`config.mk`:
```
export PLATFORM = sky130hd
export DESIGN_NAME = fifo_drain_flat
export DESIGN_NICKNAME = d
export VERILOG_FILES = /design/src/rtl/fifo_drain_if.sv /design/src/rtl/fifo_drain.sv /design/src/flat_wrapper.sv
export SDC_FILE = /design/constraint.sdc
export NUM_CORES = 1
export LEC_CHECK = 0
export ABC_CLOCK_PERIOD_IN_PS = 1750
export BUFFER_PORTS_ARGS = -buffer_cell sky130_fd_sc_hd__buf_2
export CAP_MARGIN = 0
export CORE_MARGIN = 2
export CORE_UTILIZATION = 25
export CTS_BUF_LIST = sky130_fd_sc_hd__clkbuf_4 sky130_fd_sc_hd__clkbuf_8 sky130_fd_sc_hd__clkbuf_16
export CTS_CLUSTER_DIAMETER = 150
export DETAILED_ROUTE_END_ITERATION = 7
export PLACE_DENSITY = 0.42
export SYNTH_ARGS = -nofsm -noshare
export SYNTH_HDL_FRONTEND = slang
export SYNTH_SLANG_ARGS = --single-unit
```
`constraint.sdc`:
```
create_clock -name clk -period 1.75 [get_ports clk]
set_input_delay 0.2625 -clock clk [delete_from_list [all_inputs] [get_ports clk]]
set_output_delay 0.2625 -clock clk [all_outputs]
set_load 0.01 [all_outputs]
```
`src/rtl/fifo_drain_if.sv`:
```
// ----------------------------------------------------------------------------
// fifo_drain_if : FIFO read port plus valid/ready output stream of fifo_drain.
// Rev 1.0
// ----------------------------------------------------------------------------
`default_nettype none

interface fifo_drain_if #(
    parameter int WIDTH = 16
);
    logic             pop;
    logic             empty;
    logic             error;
    logic [WIDTH-1:0] data_out;
    logic             m_valid;
    logic             m_ready;
    logic [WIDTH-1:0] m_data;

    modport master (
        output pop,
        output m_valid,
        output m_data,
        input  empty,
        input  error,
        input  data_out,
        input  m_ready
    );

    modport slave (
        input  pop,
        input  m_valid,
        input  m_data,
        output empty,
        output error,
        output data_out,
        output m_ready
    );
endinterface

`default_nettype wire

```
`src/rtl/fifo_drain.sv`:
```
// ----------------------------------------------------------------------------
// fifo_drain : pops a FIFO into a BUF_DEPTH-entry skid buffer feeding a stream.
// FIFO_DRAIN_ERRCNT_EN adds a saturating 8-bit FIFO error counter. Rev 1.0
// ----------------------------------------------------------------------------
`default_nettype none

module fifo_drain #(
    parameter int WIDTH     = 16,
    parameter int BUF_DEPTH = 3
) (
    input  logic               clk,
    input  logic               reset_n,
    fifo_drain_if.master       bus,
    input  logic               drain_en,
    input  logic               flush,
`ifdef FIFO_DRAIN_ERRCNT_EN
    output logic [7:0]         err_cnt,
`endif
    output logic               busy
);

    localparam int c_occ_w = $clog2(BUF_DEPTH + 1);
    localparam int c_ptr_w = $clog2(BUF_DEPTH);
    localparam logic [c_occ_w:0]   c_depth    = (c_occ_w + 1)'(BUF_DEPTH);
    localparam logic [c_occ_w-1:0] c_occ_one  = c_occ_w'(1);
    localparam logic [c_ptr_w-1:0] c_ptr_one  = c_ptr_w'(1);
    localparam logic [c_ptr_w-1:0] c_ptr_last = c_ptr_w'(BUF_DEPTH - 1);

    typedef enum logic [1:0] {
        S_IDLE  = 2'd0,
        S_RUN   = 2'd1,
        S_FLUSH = 2'd2
    } state_t;

    state_t             r_state;
    state_t             w_state_nxt;
    logic [c_occ_w-1:0] r_occ;
    logic               r_inflight;
    logic [c_ptr_w-1:0] r_wr_ptr;
    logic [c_ptr_w-1:0] r_rd_ptr;
    logic [WIDTH-1:0]   r_mem [BUF_DEPTH];
    logic [c_occ_w:0]   w_level;
    logic               w_pop;
    logic               w_m_valid;
    logic               w_capture;
    logic               w_xfer;

    function automatic logic [c_ptr_w-1:0] f_ptr_inc(input logic [c_ptr_w-1:0] p);
        return (p == c_ptr_last) ? '0 : p + c_ptr_one;
    endfunction

    // Words already buffered plus the one still in the FIFO read pipeline.
    assign w_level   = {1'b0, r_occ} + {{c_occ_w{1'b0}}, r_inflight};
    assign w_m_valid = (r_occ != '0);
    assign w_capture = r_inflight && !flush && (r_state != S_FLUSH);
    assign w_xfer    = w_m_valid && bus.m_ready && !flush;

    always_ff @(posedge clk or negedge reset_n) begin
        if (!reset_n) begin
            r_state <= S_IDLE;
        end else begin
            r_state <= w_state_nxt;
        end
    end

    always_comb begin
        w_state_nxt = r_state;
        w_pop       = 1'b0;
        case (r_state)
            S_IDLE: begin
                if (flush) begin
                    w_state_nxt = S_FLUSH;
                end else if (drain_en) begin
                    w_state_nxt = S_RUN;
                end
            end
            S_RUN: begin
                w_pop = !bus.empty && !flush && (w_level < c_depth);
                if (flush) begin
                    w_state_nxt = S_FLUSH;
                end else if (!drain_en) begin
                    w_state_nxt = S_IDLE;
                end
            end
            S_FLUSH: begin
                if (!flush && !r_inflight) begin
                    w_state_nxt = S_IDLE;
                end
            end
            default: w_state_nxt = S_IDLE;
        endcase
    end

    always_ff @(posedge clk or negedge reset_n) begin
        if (!reset_n) begin
            r_occ      <= '0;
            r_inflight <= 1'b0;
            r_wr_ptr   <= '0;
            r_rd_ptr   <= '0;
            for (int i = 0; i < BUF_DEPTH; i++) begin
                r_mem[i] <= '0;
            end
        end else begin
            r_inflight <= w_pop;
            if (flush) begin
                // The read returning for an inflight pop is dropped along with the buffer.
                r_occ    <= '0;
                r_wr_ptr <= '0;
                r_rd_ptr <= '0;
            end else begin
                if (w_capture) begin
                    r_mem[r_wr_ptr] <= bus.data_out;
                    r_wr_ptr        <= f_ptr_inc(r_wr_ptr);
                end
                if (w_xfer) begin
                    r_rd_ptr <= f_ptr_inc(r_rd_ptr);
                end
                if (w_capture && !w_xfer) begin
                    r_occ <= r_occ + c_occ_one;
                end else if (!w_capture && w_xfer) begin
                    r_occ <= r_occ - c_occ_one;
                end
            end
        end
    end

    assign bus.pop     = w_pop;
    assign bus.m_valid = w_m_valid;
    assign bus.m_data  = r_mem[r_rd_ptr];
    assign busy        = (r_state != S_IDLE) || w_m_valid;

`ifdef FIFO_DRAIN_ERRCNT_EN
    logic [7:0] r_err_cnt;

    always_ff @(posedge clk or negedge reset_n) begin
        if (!reset_n) begin
            r_err_cnt <= 8'd0;
        end else if (bus.error && (r_err_cnt != 8'hFF)) begin
            r_err_cnt <= r_err_cnt + 8'd1;
        end
    end

    assign err_cnt = r_err_cnt;
`else
    logic unused_error;
    assign unused_error = bus.error;
`endif

endmodule

`default_nettype wire

```
`src/flat_wrapper.sv`:
```
// flat-port wrapper written by rule: the top's interface ports become plain ports
module fifo_drain_flat 
#(
    parameter int WIDTH     = 16,
    parameter int BUF_DEPTH = 3
)
  (clk, reset_n, drain_en, flush, busy, bus_pop, bus_m_valid, bus_m_data, bus_empty, bus_error, bus_data_out, bus_m_ready);
  fifo_drain_if #(.WIDTH(WIDTH)) bus_i ();
  input  logic clk;
  input  logic reset_n;
  input  logic drain_en;
  input  logic flush;
  output logic busy;
  output wire logic [$bits(bus_i.pop)-1:0] bus_pop;
  output wire logic [$bits(bus_i.m_valid)-1:0] bus_m_valid;
  output wire logic [$bits(bus_i.m_data)-1:0] bus_m_data;
  input wire logic [$bits(bus_i.empty)-1:0] bus_empty;
  input wire logic [$bits(bus_i.error)-1:0] bus_error;
  input wire logic [$bits(bus_i.data_out)-1:0] bus_data_out;
  input wire logic [$bits(bus_i.m_ready)-1:0] bus_m_ready;
  assign bus_pop = bus_i.pop;
  assign bus_m_valid = bus_i.m_valid;
  assign bus_m_data = bus_i.m_data;
  assign bus_i.empty = bus_empty;
  assign bus_i.error = bus_error;
  assign bus_i.data_out = bus_data_out;
  assign bus_i.m_ready = bus_m_ready;
  fifo_drain #(.WIDTH(WIDTH), .BUF_DEPTH(BUF_DEPTH)) u_core (.clk(clk), .reset_n(reset_n), .bus(bus_i), .drain_en(drain_en), .flush(flush), .busy(busy));
endmodule
```
======== Yosys cells after proc, flatten, opt, wreduce, memory -nomap -nowiden ========
Cells that the tools add are included.
operators by class
  add/sub/neg operators ................... 5
  multiply operators ...................... 0
  div/mod/pow operators ................... 0
  $lt $le $gt $ge ......................... 4
  equality and inequality tests ........... 8
  shifts and indexed selects .............. 0
  muxes and demuxes ....................... 22
  bitwise operators ....................... 3
  reduce and logical (&&, ||, !) cells .... 24
operators by type and width
  cell                   number
  $bwmux W48             1
  $mux W16               3
  $bmux W16 S2           1
  $demux W16 S2          1
  $mux W2                14
  $logic_and A1 B1 Y1    10
  $reduce_bool A2 Y1     4
  $add A2 B1 Y2 const B  3
  $eq A2 B2 Y1 const B   3
  $ge A3 B3 Y1 const B   2
  $ne A3 B3 Y1 const B   2
  $not A2 Y3             2
  $pmux W2 S3            1
  $logic_not A1 Y1       5
  $add A2 B1 Y3          1
  $lt A3 B1 Y1 const B   1
  $lt A3 B2 Y1 const B   1
  $reduce_and A3 Y1      1
  $reduce_bool A3 Y1     1
  $eq A2 B1 Y1 const B   1
  $logic_not A2 Y1       1
  $ne A2 B1 Y1 const B   1
  $ne A2 B2 Y1 const B   1
  $reduce_and A2 Y1      1
  4 further kinds        4
storage, ports and cells
  register bits ........................... 57
  bits in latches ......................... 0
  memory bits (writable) .................. 0
  bits in read-only memories .............. 0
  input bits .............................. 23
  output and inout port bits .............. 19
  logic and storage cells ................. 74
  memories kept ........................... 0

======== Longest topological paths before layout ========
Gate-level depths: netlist of run 1.
  depth in word-level cells ............... 8
  gate-level depth with buffers ........... 6
  gate-level depth less buffers ........... 4

======== Worst setup path after synthesis of run 1 ========
OpenSTA, ideal clock, no wires.
  path type ............................... register to register
  from .................................... register u_core.r_state[1]
  to ...................................... register u_core.r_mem[10] (netlist bit)
  arrival ................................. 1628 ps
  slack ................................... -3 ps
  stages on the path, launching flop included .. 6
  period minus slack after synthesis ...... 1753 ps
  cell sequence ........................... dfrtp_1 nor2b_4 buf_8 nor4b_4 buf_8 mux2_4
on the way
  word-level cells in the longest chain between the ends .. 3
ends and longest elaborated chain
  what                                RTL line           text
  start: declaration                  fifo_drain.sv:35   state_t r_state;
  start signal: assignment            fifo_drain.sv:62   r_state <= w_state_nxt;
  $ne A2 B2 Y1                        fifo_drain.sv:55   assign w_capture = r_inflight && !flush && (r_state != S_FLUSH);
  $logic_and A1 B1 Y1                 fifo_drain.sv:55
  $reduce_and A2 Y1 (no source line)  --
  end signal: indexed assignment      fifo_drain.sv:112  r_mem[r_wr_ptr] <= bus.data_out;
  end: declaration                    fifo_drain.sv:41   logic [WIDTH-1:0] r_mem [BUF_DEPTH];
Every way passes these cells.
A chain may end at the register's enable or synchronous reset.

======== Final worst setup path of run 1 ========
  from .................................... register u_core.r_inflight
  to ...................................... output bus_pop
on the way
  word-level cells in the longest chain between the ends .. 4
ends and longest elaborated chain
  what                      RTL line            text
  start: declaration        fifo_drain.sv:38    logic r_inflight;
  start signal: assignment  fifo_drain.sv:104   r_inflight <= w_pop;
  $add A2 B1 Y3             fifo_drain.sv:53    assign w_level = {1'b0, r_occ} + {{c_occ_w{1'b0}}, r_inflight};
  $lt A3 B2 Y1              fifo_drain.sv:78    w_pop = !bus.empty && !flush && (w_level < c_depth);
  $logic_and A1 B1 Y1       fifo_drain.sv:78
  $mux W1                   fifo_drain.sv:69    case (r_state)
  end: declaration          flat_wrapper.sv:14  output wire logic [$bits(bus_i.pop)-1:0] bus_pop;
Every way passes these cells.

==> qor.yml, run 1 <==
status:
  status: "complete, but fails checks"
  failed_checks: "negative setup slack"
critical_path:
  critPathKind: "register to output port"
  cp-start-kind: "register"
  end_kind: "output port"
  reg2reg_slack_ns: 0.08
  cp_slowest_cell: "dfrtp_1"
  max_stage_delay_ns: 0.41
  cp.required_ns: 1.49
  cp_cell_sequence: "ha_2 -> ha_1 -> nor4_1 -> and3_1 -> buf_2"
  path_buf_inv: 1
  cpLargestDelayFamily: "flip-flops"
  critPathArrivalTime_ns: 1.57
  path_max_fanout: 2
synth:
  synth_top_area_frac: 0.5194
  synth.distinct_cells: 32
  synth-edff-count: 0
  syn_area_mm2: 0.002746
  syn_avg_cell_area_um2: 13.33
  synth_ff_type: "dfrtp_1"
  ys_seq_elements: 57
  syn_inst: 206
  ys_warn_count: 0
  yosys-top-cells-area: "dfrtp_1 (52%), mux2_2 (11%), mux2_4 (11%), mux2i_1 (6.2%), o21ai_0 (3.5%)"
  yosysSeqAreaShare: 0.5194
  synth_nets: 231
  yosysTopAreaCell: "dfrtp_1"
  async_reset_ff_frac: 1.000
layout:
  mostFrequentLayoutCells: "dfrtp_1 (55), buf_2 (40), mux2_2 (28), mux2_4 (20), mux2i_1 (15)"
  layoutNonFillerInstCount: 413
  areaGrowthSynthToFinish_pct: 30.39
  final_common_cell: "dfrtp_1"
  stdcell_area_mm2: 0.003581
  diodes: 0
  drive_above_1_share: 0.5751
  fin_nets: 293
die:
  num_rows: 38
  pin_count: 42
  initial_core_util: 0.2545
  core_area_mm2: 0.01079
  dieArea_mm2: 0.01184
  dieHeight_um: 108.8
  die-width_um: 108.8
cts:
  cts_buffer_depth: 2
  root_buffer: "clkbuf_8"
  clock_sinks: 57
  tritoncts: "yes"
  cts.clk_slew.worst_paths_ns: 0.07
  htree_levels: 3
  clkLatencyLatePin_ns: 0.34
  cts_buffers: 9
power:
  combPwrFrac: 0.088
  vdd_drop_max_mv: 0.4083
  intPower_mw: 2.301
  power_leakage_nw: 1.683
  p_total_mw: 3.020
  power_switching_uw: 718.8
  seqPwrFrac: 0.460
  power_density_mw_per_mm2: 843.4
  clkPwrFrac: 0.452
  p_sw_frac: 0.2380
drt:
  drt-initial-drc-count: 34
  wl_per_cell_um: 14.93
  viasPerCell: 4.373
  firstDrtPassIters: 6
  vias: 1806
  finalWirelength_um: 6168
  drtAntennaViolNets: 0
  drc: 0
sta:
  tightest_slew_ns: 0.5027
  setup_tns_ns: -0.1673
  fin_crit_sh: 1.049
  hold_viol_final: 0
  drv_slew: 0
  skew_ns: 0.009597
  fmax_mhz: 544.9
  rsz0062_at_grt: "yes"
  slew-limit-headroom: 0.6613
  setup_viol: 2
  fin_ws_ns: -0.08523
  period_needed_ns: 1.835
place:
  gp_congestion: 0.6779
  dp_cells: 390
  preCtsSetupSlack_ns: 0.09827
  portBuffers: 40
  dp_hpwl_um: 3941
  placed_area_mm2: 0.003174
flow_run:
  drv_cap: 0
grt:
  grt_max_degree: 58
  grt_use_total: 0.1149
  grt_pass1_wl_um: 10140
  grt_pass1_vias: 1969
  grt_overflow: 0
  antenna_found_initial: 0
worst_hold_path:
  hold_class: "input port to register"
==> stage by stage <==
step	hold WS [ns]	util
6_report	0.1660	0.3318
5_1_grt	0.1665	0.3318
4_1_cts	0.1529	0.3174
3_5_place_dp	0.3003	0.2941
3_3_place_gp	0.2972	0.2941
2_1_floorplan	-0.03309	-
==> worst paths after layout <==
path	start	end	depth (start not counted)
worst max-delay path	u_core.r_inflight	bus_pop	5
worst min-delay path	bus_data_out[4]	u_core.r_mem[36]	2
worst max register to register	u_core.r_inflight	u_core.r_mem[21]	5
worst min register to register	u_core.r_mem[36]	u_core.r_mem[36]	1
max in group asynchronous	reset_n	u_core.r_occ[1]	3
min in group asynchronous	reset_n	u_core.r_mem[25]	3
==> sequential cells by signal (all words and copies together), names as in the netlist <==
register	count
u_core.r_wr_ptr	2
u_core.r_inflight	1
u_core.r_rd_ptr	2
u_core.r_mem	48
u_core.r_occ	2
u_core.r_state	2
==> synthesized netlist by cell type, types with 2 or more instances <==
library cell,instances
nor2_1,4
ha_1,2
mux2_2,28
clkbuf_1,4
buf_8,3
or3_1,2
buf_2,2
o21ai_0,19
nor2b_1,3
mux2_4,20
dfrtp_1,57
nor4b_4,2
mux2i_1,17
nand2_1,18
inv_1,2
a21oi_1,7
==> power groups by stage <==
stage	sequential [mW]	clock [mW]	combinational, mW
after CTS	1.39	1.40	0.257
final	1.39	1.36	0.267
after floorplan	1.41	0	0.127
after global routing	1.39	1.46	0.297
after global placement	1.41	0	0.251
after detailed placement	1.41	0	0.253
==> routing by layer <==
layer  part of all wire  vias to the layer above  GRT usage
li1                   -                      858          -
met1               0.48                      913     0.1472
met2               0.47                       26     0.1790
met3              0.032                        9    0.03527
met4              0.013                        0    0.04945
met5                  0                        -          0
==> repair_timing <==
action | CTS | global route
endpoints found under the setup margin | 11 | 24
pin swaps | 1 | 6
cloned | 0 | 1
endpoints found under the hold margin | 57 | 0
buffers inserted | 2 | 3
gates resized for setup | 7 | 51
hold buffers | 1 | 0
==> cell families (layout without fill, tap and decap cells) <==
group / Yosys count / count (layout) / synth area share
buf+inv: 13 / 80 / 0.03371
fa+ha+maj: 2 / 2 / 0.009110
mux: 66 / 66 / 0.2902
compound gates: 27 / 27 / 0.04966
flops: 57 / 57 / 0.5194
simple gates: 41 / 41 / 0.09795
==> layout make-up <==
class / count / area [um^2]
well taps: 140 / 175.2
repair buffers: 62 / 440.4
flip-flops and latches: 57 / 1429
multi-input cells: 136 / 1315
inverters: 2 / 7.507
clock inverters: 6 / 82.58
clock buffers: 10 / 131.4
fillers: 1084 / 7212
(Power assumes the default switching activity.)
==> run 2: changes to the inputs <==
ABC_CLOCK_PERIOD_IN_PS = 2000   (was 1750)
PLACE_DENSITY = 0.41   (was 0.42)
clock period = 2 ns   (was 1.75 ns; I/O delays follow)
==> run 2 against run 1 <==
Against the previous run:
- the run now ends clean
- wire length is 2.7% lower
- sequential power is 13% lower
- clock power is 12% lower
- first-iteration DRC count is 50% higher
- combinational power is 19% lower
- worst setup slack better by 0.21 ns
- sequential share of layout area is 2.1 points higher
- critical path depth stayed put
- register-to-register slack better by 0.27 ns
- die area stayed put
- critical endpoint is now bus_m_data[7]
- largest cell class unchanged
- largest power group unchanged
==> qor.yml, run 2 (same netlist as run 1, synthesis figures left out) <==
layout:
  seqCellArea_mm2: 0.001429  # unchanged
  largest_register: "u_core.r_mem"
  fin_util: 0.3152  # -0.01658
  num-fill-cells: 1101  # +1.6%
  largest_reg_flops: 48  # unchanged
  diodes: 0  # unchanged
  mostFrequentLayoutCells: "dfrtp_1 (55), buf_2 (40), mux2_2 (28), mux2_4 (20), o21ai_0 (19)"
  fin_nets: 287  # -2.0%
  final_common_cell: "dfrtp_1"
  multi_input_area_mm2: 0.001236  # -6.0%
  areaGrowthSynthToFinish_pct: 23.87
  drive_above_1_share: 0.4869  # -0.08820
worst_hold_path:
  hold_depth: 2  # unchanged
  worstHoldStart: "bus_data_out[9]"
  hold_end: "u_core.r_mem[9]"
  hold_class: "input port to register"
critical_path:
  critPathKind: "register to output port"
  cp-start-kind: "register"
  worst_r2r_path_depth: 4  # -1
  reg2reg_slack_ns: 0.35  # +0.27 ns
  critPathArrivalTime_ns: 1.57  # about the same
  r2r_end: "u_core.r_mem[21]"
  end_kind: "output port"
  regToRegStartpoint: "u_core.r_state[1]"
  path_max_fanout: 10  # +8
  cp.required_ns: 1.70  # +0.21 ns
drt:
  drt-initial-drc-count: 51  # +50%
  firstDrtPassIters: 4  # -2
  viasPerCell: 4.398  # +0.58%
  drtAntennaViolNets: 0  # unchanged
  drc: 0  # unchanged
  wl_per_cell_um: 14.74  # -1.3%
  finalWirelength_um: 6001  # -2.7%
  vias: 1790  # -0.89%
power:
  intPower_mw: 1.991  # -13%
  power_switching_uw: 634.0  # -12%
  p_sw_frac: 0.2415  # +0.003463
  power_leakage_nw: 1.595  # -5.2%
  combPwrFrac: 0.082  # -0.006
  vdd_drop_max_mv: 0.3759  # -7.9%
  seqPwrFrac: 0.462  # +0.002
  power_density_mw_per_mm2: 771.7  # -8.5%
  clkPwrFrac: 0.456  # +0.004
  p_total_mw: 2.625  # -13%
status:
  status: "complete, no violations"
grt:
  grt_max_degree: 29  # -50%
  grt_pass1_wl_um: 9853  # -2.9%
  grt_use_total: 0.1128  # -0.002024
  antenna_found_initial: 0  # unchanged
  grt_overflow: 0  # unchanged
  grt_pass1_vias: 1816  # -7.8%
cts:
  root_buffer: "clkbuf_8"
  htree_levels: 3  # unchanged
  cts_buffers: 9  # unchanged
  clock_sinks: 57  # unchanged
  tritoncts: "yes"
  cts_buffer_depth: 2  # unchanged
  cts.clk_slew.worst_paths_ns: 0.08  # about the same
  clkLatencyLatePin_ns: 0.35  # about the same
sta:
  slew-limit-headroom: 0.6356  # -0.02573
  drv_slew: 0  # unchanged
  setup_viol: 0  # -2
  period_needed_ns: 1.871
  fin_crit_sh: 0.9354
  rsz0062_at_grt: "yes"
  tightest_slew_ns: 0.5466  # +0.04390 ns
  fin_hold_ws_ns: 0.2083  # +0.04232 ns
  skew_ns: 0.008930  # -0.0006673 ns
  hold_viol_final: 0  # unchanged
  fmax_mhz: 534.5
die:
  dieHeight_um: 108.8  # unchanged
  dieArea_mm2: 0.01184  # unchanged
  pin_count: 42  # unchanged
  initial_core_util: 0.2545  # unchanged
  core_area_mm2: 0.01079  # unchanged
  die-width_um: 108.8  # unchanged
  num_rows: 38  # unchanged
place:
  portBuffers: 40  # unchanged
  gp_congestion: 0.6918  # +2.1%
  dp_hpwl_um: 3996  # +1.4%
flow_run:
  drv_cap: 0  # unchanged
[run 2: cell types whose count changed in the layout (fill, tap and decap cells not counted), moves of 3 or more]
cell	change
nand2_1	+10
nand2_2	-10
o21ai_1	-7
clkinvlp_4	+3
o21ai_0	+16
o21ai_2	-9
buf_6	-6
buf_4	+3
buf_12	-3
[run 2: worst max-delay path: stages (launching register included)]
cell and delay (ns):
dfrtp_2 0.49, nor2b_1 0.18, buf_4 0.21, nand2_1 0.07, o21ai_0 0.10, buf_2 0.18
[run 2: cell type report]
cell class                 count  area share
sequential                    57      0.4200
multi-input combinational    136      0.3634
timing repair buffer          56     0.09857
tap                          140     0.05149
clock buffer                   9     0.03641
clock inverter                 7     0.02795
inverter                       2    0.002207
[run 2: worst max path at each step]
stage                            end                from
global route                 bus_pop     u_core.r_occ[0]
global placement    u_core.r_mem[21]   u_core.r_inflight
CTS                   bus_m_data[15]  u_core.r_rd_ptr[1]
floorplan           u_core.r_mem[10]   u_core.r_state[1]
detailed placement  u_core.r_mem[18]   u_core.r_inflight
finish                 bus_m_data[7]  u_core.r_rd_ptr[1]
[run 2: timing repair]
item / CTS / global route
endpoints found under the hold margin: 20 / 0
setup buffers: 1 / 0
pin swaps: 0 / 1
resized for setup: 1 / 3
hold buffers: 1 / 0
endpoints found under the setup margin: 1 / 10
[run 2: power by group through the flow]
stage / registers [mW] / logic (mW) / clock network (mW)
final: 1.21 / 0.215 / 1.20
after global routing: 1.22 / 0.242 / 1.30
after global placement: 1.24 / 0.219 / 0
after CTS: 1.21 / 0.222 / 1.24
after detailed placement: 1.24 / 0.219 / 0
after floorplan: 1.23 / 0.112 / 0
[run 2: stage by stage]
stage | cell area (um^2) | setup slack, ns | TNS, ns | std cells
after floorplan | 2746 | 0.2469 | 0 | 206
after global placement | 3154 | 0.3019 | 0 | 389
after detailed placement | 3154 | 0.3267 | 0 | 389
after CTS | 3392 | 0.01136 | 0 | 407
after global routing | 3402 | -0.0009631 | -0.0009631 | 407
final | 3402 | 0.1292 | 0 | 407
[run 2: per-layer routing]
metal,part of all wire,global-route usage,vias up
li1,-,-,842
met3,0.033,0.02451,13
met1,0.49,0.1570,907
met2,0.46,0.1603,28
met5,0,0,-
met4,0.024,0.06593,0
